`src/rtl/fft_stream_out.sv`:
```
// Frame serializer: snapshots one parallel FFT result frame on an accepted start
// and drains it as an AXI-Stream, LANES bins per beat, natural or bit-reversed order.
module fft_stream_out #(
  parameter int FFT_SIZE     = 8,
  parameter int FFT_SIZE_LOG = 3,
  parameter int WIDTH        = 18,
  parameter int LANES        = 1,
  parameter int BIT_REVERSE  = 0
) (
  input  logic                        clk,
  input  logic                        rst_n,
  input  logic                        start,
  input  logic [FFT_SIZE*WIDTH-1:0]   data_in_R,
  input  logic [FFT_SIZE*WIDTH-1:0]   data_in_I,
  output logic                        ready,
  input  logic                        dma_tready,
  output logic                        dma_tvalid,
  output logic                        dma_tlast,
  output logic [LANES*2*WIDTH-1:0]    dma_tdata,
  output logic                        frame_done,
  output logic                        err_start
);

  localparam int BEATS   = FFT_SIZE / LANES;
  localparam int BEAT_W  = (BEATS > 1) ? $clog2(BEATS) : 1;
  localparam int FRAME_W = FFT_SIZE * WIDTH;
  localparam int BEAT_DW = LANES * 2 * WIDTH;
  localparam logic [BEAT_W-1:0] LAST_BEAT   = BEAT_W'(BEATS - 1);
  localparam logic [BEAT_W-1:0] PENULT_BEAT = BEAT_W'(BEATS - 2);

  typedef enum logic {IDLE, SEND} state_t;

  state_t              state, state_nxt;
  logic [BEAT_W-1:0]   beat;
  logic [FRAME_W-1:0]  snap_re_p0, snap_im_p0;
  logic                start_held;
  logic                accept, hs, last_hs;

  function automatic int bitrev(input int idx);
    int r;
    r = 0;
    for (int n = 0; n < FFT_SIZE_LOG; n++)
      r = r | (((idx >> n) & 1) << (FFT_SIZE_LOG - 1 - n));
    return r;
  endfunction

  // Gathers the LANES bins of beat b from a packed frame into one {I, R} lane word each.
  function automatic logic [BEAT_DW-1:0] pack_beat(input logic [FRAME_W-1:0] re,
                                                   input logic [FRAME_W-1:0] im,
                                                   input logic [BEAT_W-1:0]  b);
    logic [BEAT_DW-1:0] d;
    int j;
    d = '0;
    for (int k = 0; k < LANES; k++) begin
      j = int'(b) * LANES + k;
      if (BIT_REVERSE != 0) j = bitrev(j);
      d[k*2*WIDTH +: 2*WIDTH] = {im[j*WIDTH +: WIDTH], re[j*WIDTH +: WIDTH]};
    end
    return d;
  endfunction

  assign ready   = (state == IDLE);
  assign accept  = start && ready;
  assign hs      = dma_tvalid && dma_tready;
  assign last_hs = hs && (beat == LAST_BEAT);

  always_ff @(posedge clk or negedge rst_n) begin
    if (!rst_n) state <= IDLE;
    else        state <= state_nxt;
  end

  always_comb begin
    state_nxt = state;
    case (state)
      IDLE:    if (accept)  state_nxt = SEND;
      SEND:    if (last_hs) state_nxt = IDLE;
      default: state_nxt = IDLE;
    endcase
  end

  // Snapshot, beat counter and registered stream outputs
  always_ff @(posedge clk or negedge rst_n) begin
    if (!rst_n) begin
      snap_re_p0 <= '0;
      snap_im_p0 <= '0;
      beat       <= '0;
      dma_tvalid <= 1'b0;
      dma_tlast  <= 1'b0;
      dma_tdata  <= '0;
      frame_done <= 1'b0;
      err_start  <= 1'b0;
      start_held <= 1'b0;
    end else begin
      frame_done <= last_hs;
      start_held <= accept || (start_held && start);
      // A level start kept high since acceptance is legal; only a fresh request while busy is an error.
      if (start && !ready && !start_held) err_start <= 1'b1;
      if (accept) begin
        snap_re_p0 <= data_in_R;
        snap_im_p0 <= data_in_I;
        beat       <= '0;
        dma_tvalid <= 1'b1;
        dma_tlast  <= (BEATS == 1);
        dma_tdata  <= pack_beat(data_in_R, data_in_I, '0);
      end else if (hs) begin
        if (beat == LAST_BEAT) begin
          dma_tvalid <= 1'b0;
          dma_tlast  <= 1'b0;
          dma_tdata  <= '0;
        end else begin
          beat       <= beat + 1'b1;
          dma_tlast  <= (beat == PENULT_BEAT);
          dma_tdata  <= pack_beat(snap_re_p0, snap_im_p0, beat + 1'b1);
        end
      end
    end
  end

endmodule

```
`config.mk`:
```
export PLATFORM = sky130hd
export DESIGN_NAME = fft_stream_out
export DESIGN_NICKNAME = d
export VERILOG_FILES = /design/src/rtl/fft_stream_out.sv
export SDC_FILE = /design/constraint.sdc
export NUM_CORES = 1
export LEC_CHECK = 0
export CORE_ASPECT_RATIO = 0.6
export CORE_MARGIN = 8
export CORE_UTILIZATION = 46
export CTS_CLUSTER_DIAMETER = 40
export DETAILED_ROUTE_END_ITERATION = 7
export PLACE_DENSITY_LB_ADDON = 0.05
export SETUP_SLACK_MARGIN = 0.15
export SKIP_LAST_GASP = 1
export SLEW_MARGIN = 20
export SYNTH_ARGS = -nofsm -noshare
export SYNTH_HDL_FRONTEND = slang
export SYNTH_SLANG_ARGS = --single-unit
```
`constraint.sdc`:
```
create_clock -name clk -period 2.47 [get_ports clk]
set_input_delay 0.494 -clock clk [delete_from_list [all_inputs] [get_ports clk]]
set_output_delay 0.494 -clock clk [all_outputs]
set_load 0.005 [all_outputs]
```
==> reports/metrics.csv <==
stage;metric;value;unit
critical_path;worst_setup_path_start_kind;register;
critical_path;end_kind;register;
final_layout;syn_to_final_growth;35.2;%
critical_path;arrival;2630;ps
drt;wl_per_cell;20.3;µm
drt;wl;47700;µm
floorplan;io_pins;333;
worst_hold_path;hp-class;in2async;
timing;slew_headroom;0.603;
yosys;netlist_instances;1586;
clocking;cts_tree;done;
floorplan;num_rows;51;
final_layout;seqCellArea;8340;µm²
yosys;synth_seq_cells;333;
floorplan;dieHeight;156;µm
critical_path;crit_chain;ha_1 > ha_1 > or3_2 > buf_12 > o311ai_0;
floorplan;die_w;249;µm
drt;drcViolationCount;0;
pwr;netSwitchingFraction;0.382;
critical_path;cp.required;2860;ps
timing;layout_setup_ws;233;ps
clocking;cts_root_buffer;clkbuf_16;
critical_path;cp_slowest_stage_delay;530;ps
final_layout;drive_gt1_frac;0.127;
drt;postRouteAntennaNets;0;
pwr;switching_power;10.7;mW
pwr;clkPwrFrac;0.211;
final_layout;multi_input_area;6210;µm²
global_route;grt_pass1_vias;12400;
yosys;ys.warnings.count;0;
clocking;path_clk_slew;60;ps
critical_path;cp_max_fo;30;
yosys;synth_area_per_cell;9.45;µm²
pwr;ir_worst_vdd;0.778;mV
pwr;pwr-share-seq;0.339;
outcome;outcome;finished clean;
timing;hold_violations;0;
critical_path;crit_slowest_cell;or3_2;
placed_design;hpwl;33700;µm
timing;setup_viol;0;
clocking;clk-insertion-delay-late;530;ps
critical_path;path_buf_inv;1;
placed_design;dp_slack;129;ps
drt;viasPerCell;5.21;
critical_path;path_class;reg2reg;
timing;clock_skew;18.8;ps
pwr;powerDensity;1380;nW/µm²
placed_design;portBuffers;332;
yosys;synth_nets;1882;
floorplan;start_util;0.464;
timing;min_period;2240;ps
timing;worstMarginPinSlew;596;ps
global_route;grt_max_degree;89;
drt;firstDrtPassIters;5;
global_route;antenna_found_initial;5;
global_route;grt-ovfl-total;0;
pwr;p_int;17.3;mW
critical_path;path_delay_family;simple AND/OR/NAND/NOR gates;
run;cap_viol_max_count;0;
yosys;synthTopCellsByArea;dfrtp_1 (56%), nand2_1 (22%), mux4_2 (5.4%), mux2_2 (5.3%), o311ai_2 (3.1%);
timing;fin_crit_sh;0.906;
timing;tns;0;ps
timing;max_freq;447;MHz
clocking;cts_buffers;38;
global_route;grt_pass1_wl;73000;µm
pwr;p_leak;9.80;nW
final_layout;layout.nets;2185;
drt;num_vias;12200;
critical_path;crit_top_cell;ha_1;
drt;dr.first_iter.drc_count;996;
timing;rsz0062_at_grt;no;
global_route;grtUsageTotal;0.241;
yosys;synth_area;15000;µm²
critical_path;rrSetupSlack;230;ps
clocking;htreeDepth;2;
clocking;clock_path_buffers;3;
clocking;clock_sinks;333;
final_layout;n_fill_cell;2790;
yosys;synth_cell_type_count;34;
pwr;combPwrFrac;0.450;
placed_design;place_congestion;0.914;
yosys;seq_area_frac_synth;0.556;
yosys;yosysTopAreaCell;dfrtp_1;
floorplan;core_area;32300;µm²
timing;drv_slew;0;
floorplan;die_area;38800;µm²
yosys;synth_top_area_share;0.556;
==> Yosys cell counts <==
master      n
nand2b_1    3
o311ai_2   29
nand2_1   865
or3_1       1
or2_2       1
nand4_1     1
buf_4       5
o21ai_0     1
a21o_1      2
mux4_2     36
nand3_1    35
nor2b_1    14
buf_2      13
and3b_1     1
xnor2_1     1
clkbuf_1   68
a211oi_1    2
and3_1      1
buf_6       5
buf_1      13
a31o_2      1
nand3b_1    1
inv_1       4
mux2i_1     2
nor2_1     29
a31oi_1     1
dfrtp_1   333
o311ai_0    6
o22ai_1    35
o41ai_2     1
ha_1        4
a21oi_1     1
a21boi_0    1
mux2_2     70
==> worst register-to-register path, stage by stage (launching register included) <==
cell,delay (ps)
dfrtp_4,510
ha_1,240
ha_1,210
or3_2,530
buf_12,200
o311ai_0,420
==> cell type report <==
type | count | area share
antenna | 4 | 0.000494
clock buffer | 55 | 0.0567
clock inverter | 14 | 0.00827
inverter | 4 | 0.000741
multi-input combinational | 1145 | 0.306
sequential | 333 | 0.411
tap | 424 | 0.0262
timing repair buffer | 367 | 0.190
==> placed cells by master (no fill, tap or decap), drive strengths merged, types with 4 or more instances in the layout <==
cell type,Yosys,final
inv,4,7
nor2b,14,14
clkbuf,68,55
nand3,35,35
clkdlybuf4s50,0,331
mux4,36,36
mux2,70,70
dfrtp,333,333
diode,0,4
nand2,865,865
nor2,29,29
buf,36,35
clkinv,0,6
o311ai,35,35
o22ai,35,35
ha,4,4
==> per-stage QoR <==
stage	utilization	hold WS [ps]	instances	instance area (µm²)	total power [mW]
2_1_floorplan	-	198	1586	15000	17.0
3_3_place_gp	0.586	407	2272	18900	21.6
3_5_place_dp	0.586	407	2272	18900	21.9
4_1_cts	0.627	439	2342	20200	28.0
5_1_grt	0.628	448	2346	20300	29.7
6_report	0.628	446	2346	20300	27.9
==> final timing paths <==
| check | from | endpoint | cells past startpoint |
|---|---|---|---|
| setup / recovery | beat[0]$_DFFE_PN0P_ | dma_tdata[6]$_DFFE_PN0P_ | 5 |
| hold / removal | rst_n | snap_im_p0[103]$_DFFE_PN0P_ | 2 |
| setup reg to reg | beat[0]$_DFFE_PN0P_ | dma_tdata[6]$_DFFE_PN0P_ | 5 |
| hold reg to reg | snap_im_p0[111]$_DFFE_PN0P_ | snap_im_p0[111]$_DFFE_PN0P_ | 2 |
| max in group asynchronous | rst_n | snap_re_p0[50]$_DFFE_PN0P_ | 3 |
| min in group clk | snap_im_p0[111]$_DFFE_PN0P_ | snap_im_p0[111]$_DFFE_PN0P_ | 2 |
==> cell families after synthesis <==
logic type,synth area share
flip-flops,0.556
multiplexers,0.108
buffers and inverters,0.0319
AO/OA/AOI/OAI,0.0548
AND/OR/NAND/NOR,0.245
adder cells (fa/ha/maj),0.00334
XOR/XNOR,0.000584
==> power by group through the flow <==
stage / Combinational (mW) / Clock, mW / Sequential, mW
global route: 13.7 / 6.26 / 9.74
detailed placement: 12.4 / 0 / 9.51
floorplan: 7.96 / 0 / 9.07
finish: 12.6 / 5.89 / 9.48
global placement: 12.2 / 0 / 9.43
CTS: 12.5 / 5.99 / 9.46
==> flip-flops by register name (all words and copies together) (netlist names), 3 cells and up <==
name,count
snap_im_p0,144
snap_re_p0,144
dma_tdata,36
beat,3
==> layer usage <==
layer,vias up,GRT usage,share of wire
li1,5754,-,-
met1,6006,0.365,0.48
met2,405,0.336,0.42
met3,57,0.0659,0.081
met4,2,0.0617,0.017
met5,-,0,0.00027
==> timing repair <==
item                       CTS  global route
hold buffers                 1             0
setup buffers                0             0
resized for setup            0             4
setup endpoints to repair    0             4
hold endpoints to repair    36             0
(Power assumes the default switching activity.)
